[src/rtl/if_pkg.sv]
// Shared types and constants for the instruction-fetch sequencer.
// Holds the FSM state encoding, PC step and default vectors.
`timescale 1ns/1ps
package if_pkg;

    localparam int          STATE_W        = 2;
    localparam logic [31:0] PC_INC         = 32'd4;
    localparam logic [31:0] DEF_RESET_PC   = 32'h0000_0000;
    localparam logic [31:0] DEF_EXC_VECTOR = 32'h0000_0080;

    typedef enum logic [STATE_W-1:0] {
        ST_BOOT     = 2'd0,
        ST_FETCH    = 2'd1,
        ST_STALL    = 2'd2,
        ST_REDIRECT = 2'd3
    } if_state_e;

    // Instruction addresses are word aligned; low two bits are dropped.
    function automatic logic [31:0] align_word(input logic [31:0] addr);
        return {addr[31:2], 2'b00};
    endfunction

endpackage

[src/rtl/if_sequencer_pc_next_sel.sv]
// Next-PC priority mux: exception > branch > jump > stall hold > pc+4.
// Also flags whether the selected source is a redirect.
`timescale 1ns/1ps
module pc_next_sel
    import if_pkg::*;
#(
    parameter logic [31:0] EXC_VECTOR = DEF_EXC_VECTOR
) (
    input  logic [31:0] i_pc,
    input  logic        i_exc,
    input  logic        i_branch_taken,
    input  logic [31:0] i_branch_target,
    input  logic        i_jump,
    input  logic [31:0] i_jump_target,
    input  logic        i_stall,
    output logic [31:0] o_next_pc,
    output logic        o_redirect
);

    always_comb begin
        o_next_pc  = i_pc + PC_INC;
        o_redirect = 1'b0;
        if (i_exc) begin
            o_next_pc  = align_word(EXC_VECTOR);
            o_redirect = 1'b1;
        end else if (i_branch_taken) begin
            o_next_pc  = align_word(i_branch_target);
            o_redirect = 1'b1;
        end else if (i_jump) begin
            o_next_pc  = align_word(i_jump_target);
            o_redirect = 1'b1;
        end else if (i_stall) begin
            o_next_pc  = i_pc;
        end
    end

endmodule

[src/rtl/if_sequencer.sv]
// Fetch-stage controller: owns the PC, drives the 1-cycle instruction memory,
// and produces IF/ID write-enable, flush and valid plus fetch/bubble counters.
`timescale 1ns/1ps
module if_sequencer
    import if_pkg::*;
#(
    parameter logic [31:0] RESET_PC    = DEF_RESET_PC,
    parameter logic [31:0] EXC_VECTOR  = DEF_EXC_VECTOR,
    parameter int          BOOT_CYCLES = 2
) (
    input  logic               clk,
    input  logic               rst,
    input  logic               stall_i,
    input  logic               branch_taken_i,
    input  logic [31:0]        branch_target_i,
    input  logic               jump_i,
    input  logic [31:0]        jump_target_i,
    input  logic               exc_i,
    output logic [31:0]        pc_o,
    output logic               imem_en_o,
    output logic [31:0]        ifid_pc_o,
    output logic               ifid_valid_o,
    output logic               ifid_we_o,
    output logic               ifid_flush_o,
    output logic [STATE_W-1:0] state_o,
    output logic [31:0]        fetch_cnt_o,
    output logic [31:0]        bubble_cnt_o
);

    localparam logic [3:0] BOOT_LAST = 4'(BOOT_CYCLES - 1);

    if_state_e   r_state;
    if_state_e   w_state_nxt;
    logic [31:0] r_pc;
    logic [31:0] r_inflight_pc;
    logic        r_inflight_v;
    logic [3:0]  r_boot_cnt;
    logic [31:0] r_fetch_cnt;
    logic [31:0] r_bubble_cnt;

    logic [31:0] w_next_pc;
    logic        w_redirect_req;
    logic        w_active;
    logic        w_redirect;
    logic        w_advance;

    pc_next_sel #(
        .EXC_VECTOR (EXC_VECTOR)
    ) u_pc_next_sel (
        .i_pc            (r_pc),
        .i_exc           (exc_i),
        .i_branch_taken  (branch_taken_i),
        .i_branch_target (branch_target_i),
        .i_jump          (jump_i),
        .i_jump_target   (jump_target_i),
        .i_stall         (stall_i),
        .o_next_pc       (w_next_pc),
        .o_redirect      (w_redirect_req)
    );

    // Requests are ignored while booting; a redirect overrides a stall.
    assign w_active   = (r_state != ST_BOOT);
    assign w_redirect = w_active & w_redirect_req;
    assign w_advance  = w_redirect | ~stall_i;

    // Memory enable must follow stall_i in the same cycle so the memory
    // output holds the instruction that IF/ID is refusing to take.
    assign imem_en_o    = w_active & w_advance;
    assign ifid_we_o    = ~w_active | w_advance;
    assign ifid_flush_o = w_redirect;
    assign ifid_valid_o = r_inflight_v & ~w_redirect;

    assign pc_o         = r_pc;
    assign ifid_pc_o    = r_inflight_pc;
    assign state_o      = r_state;
    assign fetch_cnt_o  = r_fetch_cnt;
    assign bubble_cnt_o = r_bubble_cnt;

    always_ff @(posedge clk or posedge rst) begin
        if (rst) begin
            r_state <= ST_BOOT;
        end else begin
            r_state <= w_state_nxt;
        end
    end

    always_comb begin
        w_state_nxt = r_state;
        case (r_state)
            ST_BOOT: begin
                if (r_boot_cnt == BOOT_LAST) begin
                    w_state_nxt = ST_FETCH;
                end
            end
            default: begin
                if (w_redirect) begin
                    w_state_nxt = ST_REDIRECT;
                end else if (stall_i) begin
                    w_state_nxt = ST_STALL;
                end else begin
                    w_state_nxt = ST_FETCH;
                end
            end
        endcase
    end

    always_ff @(posedge clk or posedge rst) begin
        if (rst) begin
            r_pc          <= RESET_PC;
            r_inflight_pc <= 32'd0;
            r_inflight_v  <= 1'b0;
            r_boot_cnt    <= 4'd0;
        end else if (!w_active) begin
            r_boot_cnt <= r_boot_cnt + 4'd1;
        end else begin
            r_pc <= w_next_pc;
            if (w_advance) begin
                // A redirect squashes the fetch issued this cycle.
                r_inflight_pc <= r_pc;
                r_inflight_v  <= ~w_redirect;
            end
        end
    end

    always_ff @(posedge clk or posedge rst) begin
        if (rst) begin
            r_fetch_cnt  <= 32'd0;
            r_bubble_cnt <= 32'd0;
        end else if (ifid_we_o) begin
            if (ifid_valid_o) begin
                r_fetch_cnt <= r_fetch_cnt + 32'd1;
            end else begin
                r_bubble_cnt <= r_bubble_cnt + 32'd1;
            end
        end
    end

endmodule

[config.mk]
export PLATFORM = sky130hd
export DESIGN_NAME = if_sequencer
export DESIGN_NICKNAME = d
export VERILOG_FILES = /design/src/rtl/if_pkg.sv /design/src/rtl/if_sequencer_pc_next_sel.sv /design/src/rtl/if_sequencer.sv
export SDC_FILE = /design/constraint.sdc
export NUM_CORES = 1
export LEC_CHECK = 0
export ABC_AREA = 1
export CORE_ASPECT_RATIO = 0.75
export CORE_MARGIN = 5
export CORE_UTILIZATION = 55
export CTS_BUF_LIST = sky130_fd_sc_hd__clkbuf_4
export DETAILED_ROUTE_END_ITERATION = 10
export HOLD_SLACK_MARGIN = 0.05
export PLACE_DENSITY_LB_ADDON = 0.1
export REMOVE_ABC_BUFFERS = 1
export SYNTH_ARGS = -nofsm -noshare
export SYNTH_HDL_FRONTEND = slang
export SYNTH_SLANG_ARGS = --single-unit
[constraint.sdc]
create_clock -name clk -period 8.8 [get_ports clk]
set_input_delay 2.2 -clock clk [delete_from_list [all_inputs] [get_ports clk]]
set_output_delay 2.2 -clock clk [all_outputs]
set_load 0.005 [all_outputs]
# Word level (Yosys, flattened, before mapping)
# Index checks and enable logic that the tools add are counted.
[totals]
regBits = 135
in_bits = 70
output_inout_bits = 134
wordCells = 40
[classes]
addsub = 4
eq_ne = 3
muxes = 11
bitwise_logic = 9
n_reduce_logical = 6
[op_table]
columns = ["cell", "count"]
rows = [
  ["$mux W32", 4],
  ["$add A32 B1 Y32 const B", 2],
  ["$add A32 B3 Y32 const B", 1],
  ["$mux W2", 4],
  ["$reduce_and A2 Y1", 4],
  ["$add A4 B1 Y4 const B", 1],
  ["$eq A4 B1 Y1 const B", 1],
  ["$ne A4 B1 Y1 const B", 1],
  ["$not A1 Y1", 4],
  ["$and A1 B1 Y1", 3],
  ["$mux W1", 3],
  ["$logic_not A2 Y1", 1],
  ["$ne A2 B2 Y1 const B", 1],
  ["$or A1 B1 Y1", 2],
  ["$reduce_bool A2 Y1", 1],
]

# Depth between registers and ports, before layout
[depth]
depth_word = 8
depth_mapped = 11
depth_no_buf = 11

# Cells and area by module
# From an unflattened synthesis, not the netlist that was laid out.
[unflattened]
cells_unflattened = 1100
hier_area_um2 = 7896.3
[modules_own_cells]
columns = ["mod", "n_inst", "cells_per_inst", "area_per_inst_um2", "seq_area_each_um2"]
rows = [
  ["if_sequencer", 1, 791, 6302.3, 3378.2],
  ["pc_next_sel", 1, 309, 1594.0, 0.0],
]

# Worst setup path before layout
# OpenSTA, ideal clock, no wires.
[synth_timing]
kind = "in2out"
from = "input port jump_i"
to = "output port imem_en_o"
arrival_time_ns = 2.835
required_time_ns = 6.600
path_slack_ns = 3.765
path_stages = 5
path_buffers = 1
path_cell_list = "inv_2 -> nand3_2 -> o21ai_2 -> inv_2 -> clkbuf_1"
[synth_between]
elab_chain_cells = 6
[synth_lines]
columns = ["element", "line_no", "text"]
rows = [
  ["start, declared", "if_sequencer.sv:16", "input logic jump_i,"],
  ["$mux W1", "if_sequencer_pc_next_sel.sv:29", "end else if (i_jump) begin"],
  ["$mux W1", "if_sequencer_pc_next_sel.sv:26", "end else if (i_branch_taken) begin"],
  ["$mux W1", "if_sequencer_pc_next_sel.sv:23", "if (i_exc) begin"],
  ["$and A1 B1 Y1", "if_sequencer.sv:63", "assign w_redirect = w_active & w_redirect_req;"],
  ["$or A1 B1 Y1", "if_sequencer.sv:64", "assign w_advance = w_redirect | ~stall_i;"],
  ["$and A1 B1 Y1", "if_sequencer.sv:68", "assign imem_en_o = w_active & w_advance;"],
  ["end, declared", "if_sequencer.sv:20", "output logic imem_en_o,"],
]
# Every way passes these cells.

# Worst setup path in the final report
[layout_timing]
from = "input port branch_taken_i"
to = "output port imem_en_o"
[layout_between]
elab_chain_cells = 5
[layout_lines]
columns = ["element", "line_no", "text"]
rows = [
  ["start, declared", "if_sequencer.sv:14", "input logic branch_taken_i,"],
  ["$mux W1", "if_sequencer_pc_next_sel.sv:26", ""],
  ["$mux W1", "if_sequencer_pc_next_sel.sv:23", ""],
  ["$and A1 B1 Y1", "if_sequencer.sv:63", ""],
  ["$or A1 B1 Y1", "if_sequencer.sv:64", ""],
  ["$and A1 B1 Y1", "if_sequencer.sv:68", ""],
]
# Every way passes these cells.

==> impl_results.md <==
- Status: complete, no violations
- Die H: 114.5 um
- Tcrit/Tclk final: 0.7689
- Final hold violation count: 0
- Initial antenna violation count: 0
- Top-area cell type share of the netlist area: 0.4090
- Max Clk Rate: 0.1478 GHz
- CTS tree: done
- Routing usage on met2: 0.4166
- Hold Path Class: reg2reg
- Worst-path maximum fanout: 31
- Most frequent cells after synthesis: nand2_1 (427), nor2_1 (157), dfrtp_1 (131), inv_1 (103), nand3_1 (65)
- Core Box Area: 14,360 um^2
- Relative slew slack: 0.3714
- Final ANT Viol Nets: 0
- Reg clk slew, reported paths: 0.12 ns
- Mean Syn Cell Area: 6.874 um^2
- GR Layer Usage met3: 0.06609
- Area growth syn-to-layout: 29.24%
- Remaining Overflow, GRT: 0
- Asr flop ratio synth: 1.000
- Setup violations, final: 0
- Buffer count from post-CTS setup fixing: 0
- Ratio of cells with drive above 1 in the final layout: 0.06081
- Main synth FF type: dfrtp_1
- Synth area leaders: dfrtp_1 (41%), nand2_1 (20%), nor2_1 (7.4%), inv_1 (4.8%), nand3_1 (4.1%)
- Routed length per placed instance: 15.25 um
- HPWL Detailed: 17,420 um
- Netlist Area Pre-Place: 8015 um^2
- Vias in the first global route: 7,823
- RSZ-0062 raised after global routing: no
- Residual DRC: 0
- Crit path max-delay family: buffers and inverters
- Crit-path max cell delay: 0.58 ns
- Pleak: 4.693 nW
- Worst Tran Pin Value: 0.9430 ns
- WS Path Type: in2out
- Final min period: 6.766 ns
- Unique masters post-synth: 36
- Global placement routability congestion: 0.9305
- CTS resizes: 0
- I/O pin count: 204
- First-pass GRT wire length: 39,140 um
- Setup crit end kind: primary output
- Total Wirelength: 23,870 um
- Post-synth top area cell: dfrtp_1
- Placed Cells: 1,534
- CP Cell Sequence: clkdlybuf4s50_1, buf_4, inv_2, nand3_2, o21ai_4, inv_2, clkdlybuf4s50_1
- Drt pass-1 iters: 5
- Max Slew Vio Count: 0
- Hold buffer count at CTS: 0
- Initial Util: 0.5582
- Skew-Pair Late Insertion Delay: 0.57 ns
- Sequential cell area fraction in the yosys report: 0.4090
- Post-Syn Instances: 1,166
- Vias per cell: 5.260
- Fin Setup TNS: 0 ns
- Post-Layout Cell Count: 1,565
- Diode count: 0
- Required @ worst endpoint: 6.60 ns
- Dpl cell area: 10,090 um^2
- CP arrival: 4.57 ns
- Max Buffers Root-to-Sink: 2
- Worst path bufs/invs: 5
- CTS sink cnt: 131
- Final nets: 1,428
- Yosys reg bits: 131
- Setup Skew: 0.01533 ns
- Die area: 17,110 um^2
- CTS root buf: clkbuf_4
- PwrDens: 145.3 nW/um^2
- GRT met1 Usage: 0.4262
- Peak VDD IR: 0.0001219 V
- Number of H-tree levels: 4
- Startpoint type of the worst setup path: input port
- CTS buffer count: 17
- IO buf count: 195
- Design area: 10,360 um^2
- Total track usage: 0.2869
- Top-count cell post-synth: nand2_1
- MaxCap Viol Count: 0
- Starting DRT DRC Count: 752
- Die W: 149.4 um
- Slowest cell on crit path: clkdlybuf4s50_1
- FP Rows: 38
- Largest net degree at the start of global routing: 76
- Synth warn: 0
- Via count: 8,232
- Most crowded layer after global routing: met1
- EDFF count, synth: 0
==> routing by layer <==
metal / vias to the layer above / wire, um
li1: 4020 / -
met5: - / 0
met1: 3821 / 11050
met4: 0 / 483
met2: 353 / 10110
met3: 38 / 2225
==> power breakdown <==
part           internal [W]  switching, W
Combinational      0.000185      0.000173
Sequential         0.000660     0.0000780
Clock              0.000164      0.000244
==> kinds of logic after synthesis <==
group           share of synthesized area
buf+inv                           0.07556
other cells                     0.0004679
mux                              0.001249
flops                              0.4090
compound gates                    0.06931
fa+ha+maj                        0.007805
xor+xnor                          0.04699
simple gates                       0.3896
==> area by class of cell <==
type / count / area [um^2]
clock inverter: 14 / 140.1
clock buffer: 17 / 127.6
inverter: 114 / 430.4
tap: 200 / 250.2
timing repair buffer: 199 / 1982
sequential: 131 / 3278
multi-input combinational: 890 / 4150
fill: 1225 / 4000
==> cell usage in the layout, fill, tap and decap left out, drive strengths merged, types with 2 or more instances in the layout <==
cell type and n:
nor3 32, conb 4, xor2 37, bufinv 2
nand3 68, buf 4, nor2 171, ha 5
xnor2 6, o21ai 73, nand2 435, o22ai 3
clkinv 6, o211ai 2, nand3b 10, dfrtp 131
clkinvlp 5, and2 2, a21oi 29, clkbuf 17
nand4 12, inv 115, clkdlybuf4s50 195
==> registers in the layout, summed over array words and instances, names as in the netlist <==
signal	flops
r_inflight_v	1
ifid_pc_o	30
fetch_cnt_o	32
r_boot_cnt	4
state_o	2
pc_o	30
bubble_cnt_o	32
==> final timing paths <==
check | from | slack [ns] | to | cells after the start
worst max register to register | state_o[0]$_DFFE_PP0P_ | 6.29 | pc_o[8]$_DFFE_PP0P_ | 9
worst max-delay path | branch_taken_i | 2.03 | imem_en_o | 7
min in group asynchronous | rst | 2.11 | bubble_cnt_o[23]$_DFFE_PP0P_ | 2
worst min register to register | ifid_pc_o[10]$_DFFE_PP0P_ | 0.49 | ifid_pc_o[10]$_DFFE_PP0P_ | 2
worst min-delay path | ifid_pc_o[10]$_DFFE_PP0P_ | 0.49 | ifid_pc_o[10]$_DFFE_PP0P_ | 2
max in group asynchronous | rst | 5.28 | pc_o[10]$_DFFE_PP0P_ | 3
==> per-stage QoR <==
step / util / worst slack [ns] / total power, W / hold slack [ns]
after floorplan: - / 2.321 / 0.0008933 / 0.4726
after global placement: 0.7028 / 2.067 / 0.001097 / 0.4650
after detailed placement: 0.7028 / 2.059 / 0.001105 / 0.4676
after CTS: 0.7214 / 2.058 / 0.001507 / 0.4967
after global routing: 0.7214 / 1.943 / 0.001591 / 0.5293
final: 0.7214 / 2.034 / 0.001505 / 0.4889
==> tightest hold or removal path: cells and delay by family, from the launching register on <==
family	cells	cell delay, ns
flops	1	0.36
simple gates	2	0.11
Note: power is estimated with default switching activity, not from simulation.
